<file path="config.mk">
export PLATFORM = sky130hd
export DESIGN_NAME = btn_event_decoder_flat
export DESIGN_NICKNAME = d
export VERILOG_FILES = /design/src/rtl/btn_event_decoder_pkg.sv /design/src/rtl/btn_event_decoder_if.sv /design/src/rtl/btn_event_decoder_tick_timer.sv /design/src/rtl/btn_event_decoder.sv /design/src/flat_wrapper.sv
export SDC_FILE = /design/constraint.sdc
export NUM_CORES = 1
export LEC_CHECK = 0
export ABC_AREA = 1
export CORE_MARGIN = 2
export CORE_UTILIZATION = 58
export DETAILED_ROUTE_END_ITERATION = 16
export PLACE_DENSITY = 0.78
export SYNTH_ARGS = -nofsm -noshare
export SYNTH_HDL_FRONTEND = slang
export SYNTH_HIERARCHICAL = 1
export SYNTH_SLANG_ARGS = --single-unit
</file>
<file path="constraint.sdc">
create_clock -name clk -period 2.85 [get_ports clk]
set_input_delay 0.7125 -clock clk [delete_from_list [all_inputs] [get_ports clk]]
set_output_delay 0.7125 -clock clk [all_outputs]
set_load 0.005 [all_outputs]
</file>
<file path="src/rtl/btn_event_decoder_pkg.sv">
// Shared types and default timing constants for the button event decoder.
package btn_pkg;

   // Decoder states; the three spare 3-bit encodings are treated as illegal.
   typedef enum logic [2:0] {
      IDLE      = 3'd0,
      PRESSED   = 3'd1,
      LONG_HELD = 3'd2,
      WAIT2     = 3'd3,
      PRESS2    = 3'd4
   } btn_state_e;

   localparam int DEF_TICK_DIV     = 4;
   localparam int DEF_LONG_TICKS   = 5;
   localparam int DEF_DCLICK_TICKS = 3;
   localparam int DEF_CNT_W        = 8;

endpackage

</file>
<file path="src/rtl/btn_event_decoder_if.sv">
// Button level in, event pulses and held level out.
interface btn_event_if;
   logic db_in;
   logic press_pulse;
   logic release_pulse;
   logic short_press;
   logic long_press;
   logic double_click;
   logic held;

   // Source of the debounced level; consumes the events.
   modport master (
      output db_in,
      input  press_pulse, release_pulse, short_press, long_press, double_click, held
   );

   // The decoder itself.
   modport slave (
      input  db_in,
      output press_pulse, release_pulse, short_press, long_press, double_click, held
   );
endinterface

</file>
<file path="src/rtl/btn_event_decoder_tick_timer.sv">
// Prescaler producing a one-cycle tick every TICK_DIV clocks, plus a
// saturating count of ticks. A synchronous clear restarts both so that
// thresholds measured from the clear are exact multiples of TICK_DIV.
module btn_tick_timer import btn_pkg::*; #(
   parameter int TICK_DIV = DEF_TICK_DIV,
   parameter int CNT_W    = DEF_CNT_W
) (
   input  logic             clk,
   input  logic             reset,
   input  logic             clr_i,
   output logic             tick_o,
   output logic [CNT_W-1:0] hold_cnt_o
);

   logic [CNT_W-1:0] presc_q;
   logic [CNT_W-1:0] hold_q;

   assign tick_o     = (presc_q == CNT_W'(TICK_DIV - 1));
   assign hold_cnt_o = hold_q;

   // Prescaler wraps on tick; hold count saturates; clear beats both.
   always_ff @(posedge clk or posedge reset) begin
      if (reset) begin
         presc_q <= '0;
         hold_q  <= '0;
      end else if (clr_i) begin
         presc_q <= '0;
         hold_q  <= '0;
      end else begin
         presc_q <= tick_o ? '0 : presc_q + 1'b1;
         if (tick_o && (hold_q != '1))
            hold_q <= hold_q + 1'b1;
      end
   end

endmodule

</file>
<file path="src/rtl/btn_event_decoder.sv">
// Turns a debounced button level into press/release/short/long/double-click
// pulses and a held level. All outputs are registered; event pulses appear
// on the same edge as the state change that causes them.
module btn_event_decoder import btn_pkg::*; #(
   parameter int TICK_DIV     = DEF_TICK_DIV,
   parameter int LONG_TICKS   = DEF_LONG_TICKS,
   parameter int DCLICK_TICKS = DEF_DCLICK_TICKS,
   parameter int CNT_W        = DEF_CNT_W
) (
   input logic        clk,
   input logic        reset,
   btn_event_if.slave bus
);

   logic             db_q;
   logic             armed_q;
   logic             rise;
   logic             fall;
   logic             tick;
   logic             clr;
   logic             long_hit;
   logic             dclick_to;
   logic [CNT_W-1:0] hold_cnt;

   btn_state_e state_q, state_d;
   logic       long_d, short_d, dclick_d;
   logic       press_q, release_q, short_q, long_q, dclick_q;

   // armed_q masks the first clock after reset, so a button already held
   // through reset is not reported as a fresh press.
   assign rise      = armed_q &  bus.db_in & ~db_q;
   assign fall      = armed_q & ~bus.db_in &  db_q;
   assign long_hit  = tick && (hold_cnt == CNT_W'(LONG_TICKS - 1));
   assign dclick_to = tick && (hold_cnt == CNT_W'(DCLICK_TICKS - 1));

   // Every state change restarts the timer so each state times from entry.
   assign clr = (state_d != state_q);

   btn_tick_timer #(
      .TICK_DIV (TICK_DIV),
      .CNT_W    (CNT_W)
   ) u_timer (
      .clk        (clk),
      .reset      (reset),
      .clr_i      (clr),
      .tick_o     (tick),
      .hold_cnt_o (hold_cnt)
   );

   // Next-state and event decode; edges take priority over timeouts.
   always_comb begin
      state_d  = state_q;
      long_d   = 1'b0;
      short_d  = 1'b0;
      dclick_d = 1'b0;
      case (state_q)
         IDLE:      if (rise) state_d = PRESSED;
         PRESSED: begin
            if (fall)          state_d = WAIT2;
            else if (long_hit) begin state_d = LONG_HELD; long_d = 1'b1; end
         end
         LONG_HELD: if (fall) state_d = IDLE;
         WAIT2: begin
            if (rise)           state_d = PRESS2;
            else if (dclick_to) begin state_d = IDLE; short_d = 1'b1; end
         end
         PRESS2: begin
            if (fall)          begin state_d = IDLE; dclick_d = 1'b1; end
            else if (long_hit) begin state_d = LONG_HELD; long_d = 1'b1; end
         end
         default:   state_d = IDLE;
      endcase
   end

   // State, input sample and registered output pulses.
   always_ff @(posedge clk or posedge reset) begin
      if (reset) begin
         db_q      <= 1'b0;
         armed_q   <= 1'b0;
         state_q   <= IDLE;
         press_q   <= 1'b0;
         release_q <= 1'b0;
         short_q   <= 1'b0;
         long_q    <= 1'b0;
         dclick_q  <= 1'b0;
      end else begin
         db_q      <= bus.db_in;
         armed_q   <= 1'b1;
         state_q   <= state_d;
         press_q   <= rise;
         release_q <= fall;
         short_q   <= short_d;
         long_q    <= long_d;
         dclick_q  <= dclick_d;
      end
   end

   assign bus.press_pulse   = press_q;
   assign bus.release_pulse = release_q;
   assign bus.short_press   = short_q;
   assign bus.long_press    = long_q;
   assign bus.double_click  = dclick_q;
   assign bus.held          = db_q;

endmodule

</file>
<file path="src/flat_wrapper.sv">
// flat-port wrapper written by rule: the top's interface ports become plain ports
module btn_event_decoder_flat import btn_pkg::*;
#(
   parameter int TICK_DIV     = DEF_TICK_DIV,
   parameter int LONG_TICKS   = DEF_LONG_TICKS,
   parameter int DCLICK_TICKS = DEF_DCLICK_TICKS,
   parameter int CNT_W        = DEF_CNT_W
)
  (clk, reset, bus_db_in, bus_press_pulse, bus_release_pulse, bus_short_press, bus_long_press, bus_double_click, bus_held);
  btn_event_if bus_i ();
  input logic clk;
  input logic reset;
  input wire logic [$bits(bus_i.db_in)-1:0] bus_db_in;
  output wire logic [$bits(bus_i.press_pulse)-1:0] bus_press_pulse;
  output wire logic [$bits(bus_i.release_pulse)-1:0] bus_release_pulse;
  output wire logic [$bits(bus_i.short_press)-1:0] bus_short_press;
  output wire logic [$bits(bus_i.long_press)-1:0] bus_long_press;
  output wire logic [$bits(bus_i.double_click)-1:0] bus_double_click;
  output wire logic [$bits(bus_i.held)-1:0] bus_held;
  assign bus_i.db_in = bus_db_in;
  assign bus_press_pulse = bus_i.press_pulse;
  assign bus_release_pulse = bus_i.release_pulse;
  assign bus_short_press = bus_i.short_press;
  assign bus_long_press = bus_i.long_press;
  assign bus_double_click = bus_i.double_click;
  assign bus_held = bus_i.held;
  btn_event_decoder #(.TICK_DIV(TICK_DIV), .LONG_TICKS(LONG_TICKS), .DCLICK_TICKS(DCLICK_TICKS), .CNT_W(CNT_W)) u_core (.clk(clk), .reset(reset), .bus(bus_i));
endmodule
</file>
==> impl_metrics.env, run 1 <==
export IMPL_root_buffer="clkbuf_4"
export IMPL_yosysMostFrequentCell="nand2_1"
export IMPL_worst_pin_slew_ns=0.631
export IMPL_drive_gt1_share_pct=17.7
export IMPL_startpoint="bus_db_in"
export IMPL_dr_total_vias=1224
export IMPL_post_cts_resized=0
export IMPL_setup_violations=0
export IMPL_cts_tree="yes"
export IMPL_layout_min_cycle_time_ns=2.37
export IMPL_p_per_area_nw_per_um2=528
export IMPL_hold_violations=0
export IMPL_cts_htree_levels=1
export IMPL_grt_max_degree=17
export IMPL_grt_pass1_vias=1169
export IMPL_grt_usage_pct=20.3
export IMPL_max_freq_mhz=421
export IMPL_relSlewSlack_pct=57.9
export IMPL_grt_pass1_wl_um=5150
export IMPL_cp_endpoint="u_core/u_timer/hold_cnt_o[4]"
export IMPL_critical_path_arrival_ns=2.59
export IMPL_antenna_cells=0
export IMPL_async_reset_ff_share_pct=100
export IMPL_nets=216
export IMPL_cts_hold_buf=0
export IMPL_wl_um=2880
export IMPL_clkSlewWorstSetupHoldPaths_ns=0.13
export IMPL_synth_ff_type="dfrtp_1"
export IMPL_status="completed"
export IMPL_grt_antenna_before_repair=0
export IMPL_die_x_um=55.5
export IMPL_synth_area_um2=1540
export IMPL_numCtsBuffers=3
export IMPL_clock_latency_ns=0.31
export IMPL_dp_hpwl_um=2260
export IMPL_yosysTopAreaCell="dfrtp_1"
export IMPL_critical_path_slowest_cell="clkdlybuf4s50_1"
export IMPL_finalMaxSlewViolations=0
export IMPL_p_sw_share_pct=36.2
export IMPL_cts_max_path_buffers=2
export IMPL_gp_congestion=0.879
export IMPL_synth_top_cells_by_area="dfrtp_1 42%, nand2_1 9.5%, nor2_1 6.6%"
export IMPL_grt_overflow_total=0
export IMPL_worst_path_max_fanout=10
export IMPL_syn_avg_cell_area_um2=7.80
export IMPL_finalPower_mw=0.890
export IMPL_crit_chain="clkdlybuf4s50_1 > nand2_2 > nor2_4 > nor2_1 > nand2_2 > nand2_1 > nand3_1 > nand2_1 > nor2_1 > nand2_1 > inv_1 > buf_4 > nand2_2 > nand2_1 > nand2_1"
export IMPL_syn_num_nets=202
export IMPL_combPwrFrac_pct=28.2
export IMPL_p_leak_nw=0.807
export IMPL_ys_seq_elements=26
export IMPL_firstDrtPassIters=4
export IMPL_yosys_top_cells_count="39 x nand2_1, 27 x nor2_1, 26 x dfrtp_1, 26 x inv_1, 14 x nand3_1"
export IMPL_viasPerCell=5.12
export IMPL_hold_ws_ns=0.479
export IMPL_crit_path_max_incr_delay_ns=0.62
export IMPL_worstPathRequired_ns=3.07
export IMPL_synth_edf_count=0
export IMPL_areaGrowthSynthToFinish_pct=9.77
export IMPL_initial_core_util_pct=61.5
export IMPL_crit_top_cell="nand2_1"
export IMPL_core_area_um2=2500
export IMPL_io_pins=9
export IMPL_final_area_um2=1690
export IMPL_dieArea_um2=3080
export IMPL_tns_ns=0
export IMPL_drt_iter0_drc=40
export IMPL_dpl_instance_area_um2=1660
export IMPL_r2r_cells=15
export IMPL_cts_num_sinks=26
export IMPL_antenna_left=0
export IMPL_r2r_end="u_core/u_timer/hold_cnt_o[4]"
export IMPL_die_h_um=55.5
export IMPL_synth_top_area_share_pct=42.3
export IMPL_synth_cell_types=29
export IMPL_hp_class="flop to flop"
export IMPL_path_class="input pin to flop"
export IMPL_wire_per_inst_um=12.1
export IMPL_intPower_mw=0.568
export IMPL_ys_seq_area_share_pct=42.3
export IMPL_r2r_start="u_core/u_timer/presc_q[0]"
export IMPL_drv_cap=0
export IMPL_io_buffers=8
export IMPL_ys_warnings_count=6
export IMPL_drc=0
export IMPL_netlist_instances=197
export IMPL_fin_crit_sh_pct=83.3
export IMPL_cts_setup_buffers=0
export IMPL_peakVddDrop_v=0.000408
export IMPL_end_kind="flop"
export IMPL_rsz0062_at_grt="false"
export IMPL_row_count=18
export IMPL_fin_worst_skew_ns=0.00164
export IMPL_start_kind="input pin"
export IMPL_switchingPower_mw=0.322
export IMPL_clkPwrFrac_pct=17.1
export IMPL_r2r_setup_slack_ns=0.53
export IMPL_seq_power_share_pct=54.7
[state kept, by name, summed over array words and instances, names as in the netlist]
name and flops:
u_core/bus.double_click 1, u_core/u_timer/presc_q 8, u_core/bus.release_pulse 1, u_core/bus.short_press 1, u_core/bus.press_pulse 1, u_core/bus.long_press 1, u_core/armed_q 1, u_core/state_q 3
u_core/u_timer/hold_cnt_o 8, u_core/bus.held 1
[through the flow]
| step | utilization [%] | setup slack (ns) | cells |
|---|---|---|---|
| 6_report | 67.5 | 0.476 | 239 |
| 5_1_grt | 67.5 | 0.358 | 239 |
| 4_1_cts | 67.5 | 0.481 | 239 |
| 3_5_place_dp | 66.6 | 0.139 | 236 |
| 3_3_place_gp | 66.6 | 0.214 | 236 |
| 2_1_floorplan | - | 0.750 | 197 |
[worst max-delay path: cells and delay by family]
family | cells | cell delay, ns
AND/OR/NAND/NOR | 12 | 0.96
buffers and inverters | 3 | 0.92
[how the worst min path moves through the flow]
stage,from,to,slack (ns),cells after the start
floorplan,u_core/u_timer/presc_q[0],u_core/u_timer/presc_q[0],0.43,1
global placement,u_core/u_timer/presc_q[0],u_core/u_timer/presc_q[0],0.45,1
detailed placement,u_core/u_timer/presc_q[0],u_core/u_timer/presc_q[0],0.47,1
CTS,u_core/u_timer/presc_q[0],u_core/u_timer/presc_q[0],0.48,1
global route,u_core/u_timer/presc_q[0],u_core/u_timer/presc_q[0],0.50,1
finish,u_core/u_timer/presc_q[0],u_core/u_timer/presc_q[0],0.48,1
[metal layers]
metal	share of wire (%)	GRT usage (%)	vias to the layer above
met1	47	27.6	562
met5	0	0	-
met4	0.52	5.23	0
met3	2.5	2.11	2
met2	50	34.5	19
li1	-	-	641
[cell type report]
class / count / area [um^2]
Timing Repair Buffer: 10 / 95.1
Sequential cell: 26 / 651
Tap cell: 30 / 37.5
Clock buffer: 3 / 22.5
Fill cell: 219 / 813
Inverter: 30 / 113
Multi-Input combinational cell: 140 / 768
[kinds of logic after synthesis]
group           after synthesis  synth area share, %
buf+inv                      31                 7.65
simple gates                116                 39.0
flops                        26                 42.3
fa+ha+maj                     2                 1.63
other cells                   1                0.244
compound gates               18                 7.41
xor+xnor                      3                 1.71
[placed cells by master, fill, tap and decap left out]
| master | count |
|---|---|
| nor2_4 | 2 |
| nand2_2 | 10 |
| nor3_1 | 6 |
| dfrtp_1 | 26 |
| nor3_2 | 2 |
| buf_4 | 2 |
| nand4_1 | 1 |
| nand3_2 | 3 |
| nor3b_1 | 1 |
| nand3_1 | 14 |
| nand2_1 | 39 |
| o21ai_1 | 5 |
| and2_1 | 1 |
| clkdlybuf4s50_1 | 8 |
| nor2_8 | 2 |
| o21ai_0 | 3 |
| a21oi_2 | 1 |
| nand3b_1 | 1 |
| xor2_1 | 3 |
| o21bai_1 | 2 |
| clkbuf_4 | 3 |
| nand2_4 | 1 |
| nor2_2 | 6 |
| a21oi_4 | 1 |
| inv_1 | 26 |
| o2111ai_1 | 1 |
| conb_1 | 1 |
| ha_1 | 2 |
| a21oi_1 | 5 |
| inv_2 | 4 |
| nor2_1 | 27 |
[power by group through the flow]
stage / combinational, mW / clock, mW / sequential (mW)
2_1_floorplan: 0.203 / 0 / 0.478
3_3_place_gp: 0.244 / 0 / 0.490
3_5_place_dp: 0.252 / 0 / 0.494
4_1_cts: 0.254 / 0.157 / 0.486
5_1_grt: 0.292 / 0.177 / 0.496
6_report: 0.251 / 0.152 / 0.487
Power figures use the tool's default switching activity.
==> run 2: changes to the inputs <==
--- a/config.mk
+++ b/config.mk
@@ -7,9 +7,9 @@
 export LEC_CHECK = 0
 export ABC_AREA = 1
 export CORE_MARGIN = 2
-export CORE_UTILIZATION = 58
+export CORE_UTILIZATION = 53
 export DETAILED_ROUTE_END_ITERATION = 16
-export PLACE_DENSITY = 0.78
+export PLACE_DENSITY = 0.75
 export SYNTH_ARGS = -nofsm -noshare
 export SYNTH_HDL_FRONTEND = slang
 export SYNTH_HIERARCHICAL = 1
==> constraint.sdc (replaced) <==
create_clock -name clk -period 2.16 [get_ports clk]
set_input_delay 0.54 -clock clk [delete_from_list [all_inputs] [get_ports clk]]
set_output_delay 0.54 -clock clk [all_outputs]
set_load 0.005 [all_outputs]
==> impl_metrics.env, run 2 (synthesis results as in run 1) <==
export IMPL_wl_um=3010
export IMPL_drt_iter0_drc=60
export IMPL_root_buffer="clkbuf_4"
export IMPL_hold_violations=0
export IMPL_p_leak_nw=0.890
export IMPL_grt_usage_pct=19.7
export IMPL_finalPower_mw=1.45
export IMPL_start_kind="flop"
export IMPL_drc=0
export IMPL_fillCellCount=212
export IMPL_gp_congestion=0.886
export IMPL_crit_path_max_incr_delay_ns=0.44
export IMPL_fin_worst_skew_ns=0.0103
export IMPL_io_pins=9
export IMPL_cts_htree_levels=1
export IMPL_cts_tree="yes"
export IMPL_critical_path_slowest_cell="dfrtp_1"
export IMPL_end_kind="flop"
export IMPL_dpl_instance_area_um2=1700
export IMPL_critical_path_arrival_ns=2.29
export IMPL_max_freq_mhz=495
export IMPL_grt_overflow_total=0
export IMPL_crit_top_cell="nand2_2"
export IMPL_final_cell_mix="35 x nand2_1, 25 x nor2_1, 25 x dfrtp_1, 24 x inv_1"
export IMPL_die_x_um=57.8
export IMPL_areaGrowthSynthToFinish_pct=22.6
export IMPL_grt_max_degree=17
export IMPL_drv_cap=0
export IMPL_multi_input_area_um2=841
export IMPL_dp_hpwl_um=2250
export IMPL_worst_path_max_fanout=5
export IMPL_dr_total_vias=1318
export IMPL_grt_pass1_wl_um=5330
export IMPL_fin_crit_sh_pct=93.6
export IMPL_clkSlewWorstSetupHoldPaths_ns=0.15
export IMPL_antenna_cells=0
export IMPL_viasPerCell=5.25
export IMPL_io_buffers=8
export IMPL_cts_num_sinks=26
export IMPL_die_h_um=57.8
export IMPL_row_count=19
export IMPL_nets=226
export IMPL_final_area_um2=1880
export IMPL_finalMaxSlewViolations=0
export IMPL_drive_gt1_share_pct=28.6
export IMPL_hold_ws_ns=0.477
export IMPL_relSlewSlack_pct=59.2
export IMPL_crit_chain="nor2_1 > nand2_2 > nor2_8 > nand2_4 > inv_2 > nand3_2 > nand2_2 > nand2_2 > nand3_2 > nand2_1 > nor2_1 > nand2_2 > buf_6 > nor3_2 > nand2_1 > nand2_1"
export IMPL_wire_per_inst_um=12.0
export IMPL_path_class="flop to flop"
export IMPL_numCtsBuffers=3
export IMPL_dieArea_um2=3350
export IMPL_cts_max_path_buffers=2
export IMPL_firstDrtPassIters=4
export IMPL_core_area_um2=2760
export IMPL_worst_pin_slew_ns=0.611
export IMPL_antenna_left=0
export IMPL_seqCellArea_um2=652
export IMPL_status="completed"
export IMPL_clock_latency_ns=0.32
export IMPL_grt_pass1_vias=1246
export IMPL_hp_class="input pin to flop"
export IMPL_initial_core_util_pct=55.7
export IMPL_peakVddDrop_v=0.000693
export IMPL_setup_violations=0
export IMPL_layout_commonest_cell="nand2_1"
export IMPL_layout_min_cycle_time_ns=2.02
export IMPL_worstPathRequired_ns=2.42
export IMPL_grt_antenna_before_repair=0
export IMPL_p_per_area_nw_per_um2=768
## run 2: layout make-up
| cell class | count | share of cell area (%) |
|---|---|---|
| Inverter | 30 | 6.11 |
| Tap cell | 31 | 2.06 |
| Clock inverter | 1 | 1.59 |
| Sequential cell | 26 | 34.6 |
| Timing Repair Buffer | 20 | 9.77 |
| Multi-Input combinational cell | 140 | 44.7 |
| Clock buffer | 3 | 1.20 |
## run 2: path summary, 6_finish.rpt
path | from | endpoint | slack [ns] | depth (start not counted)
worst min-delay path | bus_db_in | u_core/bus.held | 0.48 | 1
min in group asynchronous | reset | u_core/bus.release_pulse | 0.49 | 2
worst max register to register | u_core/u_timer/presc_q[4] | u_core/u_timer/hold_cnt_o[2] | 0.14 | 16
worst min register to register | u_core/bus.held | u_core/bus.press_pulse | 0.54 | 1
worst max-delay path | u_core/u_timer/presc_q[4] | u_core/u_timer/hold_cnt_o[2] | 0.14 | 16
max in group asynchronous | reset | u_core/u_timer/presc_q[3] | 1.14 | 2
## run 2: timing repair
item,CTS,global route
hold buffers,0,0
pin swaps,0,11
endpoints found under the hold margin,0,0
gates resized for setup,2,23
buffers inserted,1,5
endpoints found under the setup margin,10,16
## run 2: critical path: cells and delay by family (launching register included)
kind,cells,cell delay [ns]
flip-flops,1,0.44
AND/OR/NAND/NOR,14,1.33
buffers and inverters,2,0.18
## run 2: per-layer routing
| layer | vias up | wire length (um) | GRT usage [%] |
|---|---|---|---|
| met2 | 41 | 1530 | 35.2 |
| met4 | 0 | 14 | 2.66 |
| li1 | 668 | - | - |
| met1 | 605 | 1330 | 26.1 |
| met3 | 4 | 126 | 2.90 |
| met5 | - | 0 | 0 |
## run 2: power breakdown
part	internal, mW	switching (mW)
sequential	0.554	0.0937
clock	0.188	0.144
combinational	0.209	0.257
## run 2: per-stage QoR
| stage | instances | TNS (ns) | setup WS (ns) | utilization (%) |
|---|---|---|---|---|
| 6_report | 251 | 0 | 0.138 | 68.3 |
| 5_1_grt | 251 | -0.0887 | -0.0379 | 68.3 |
| 4_1_cts | 246 | 0 | 0.00484 | 63.7 |
| 3_5_place_dp | 241 | -3.47 | -0.312 | 61.5 |
| 3_3_place_gp | 241 | -2.39 | -0.227 | 61.5 |
| 2_1_floorplan | 197 | 0 | 0.0601 | - |
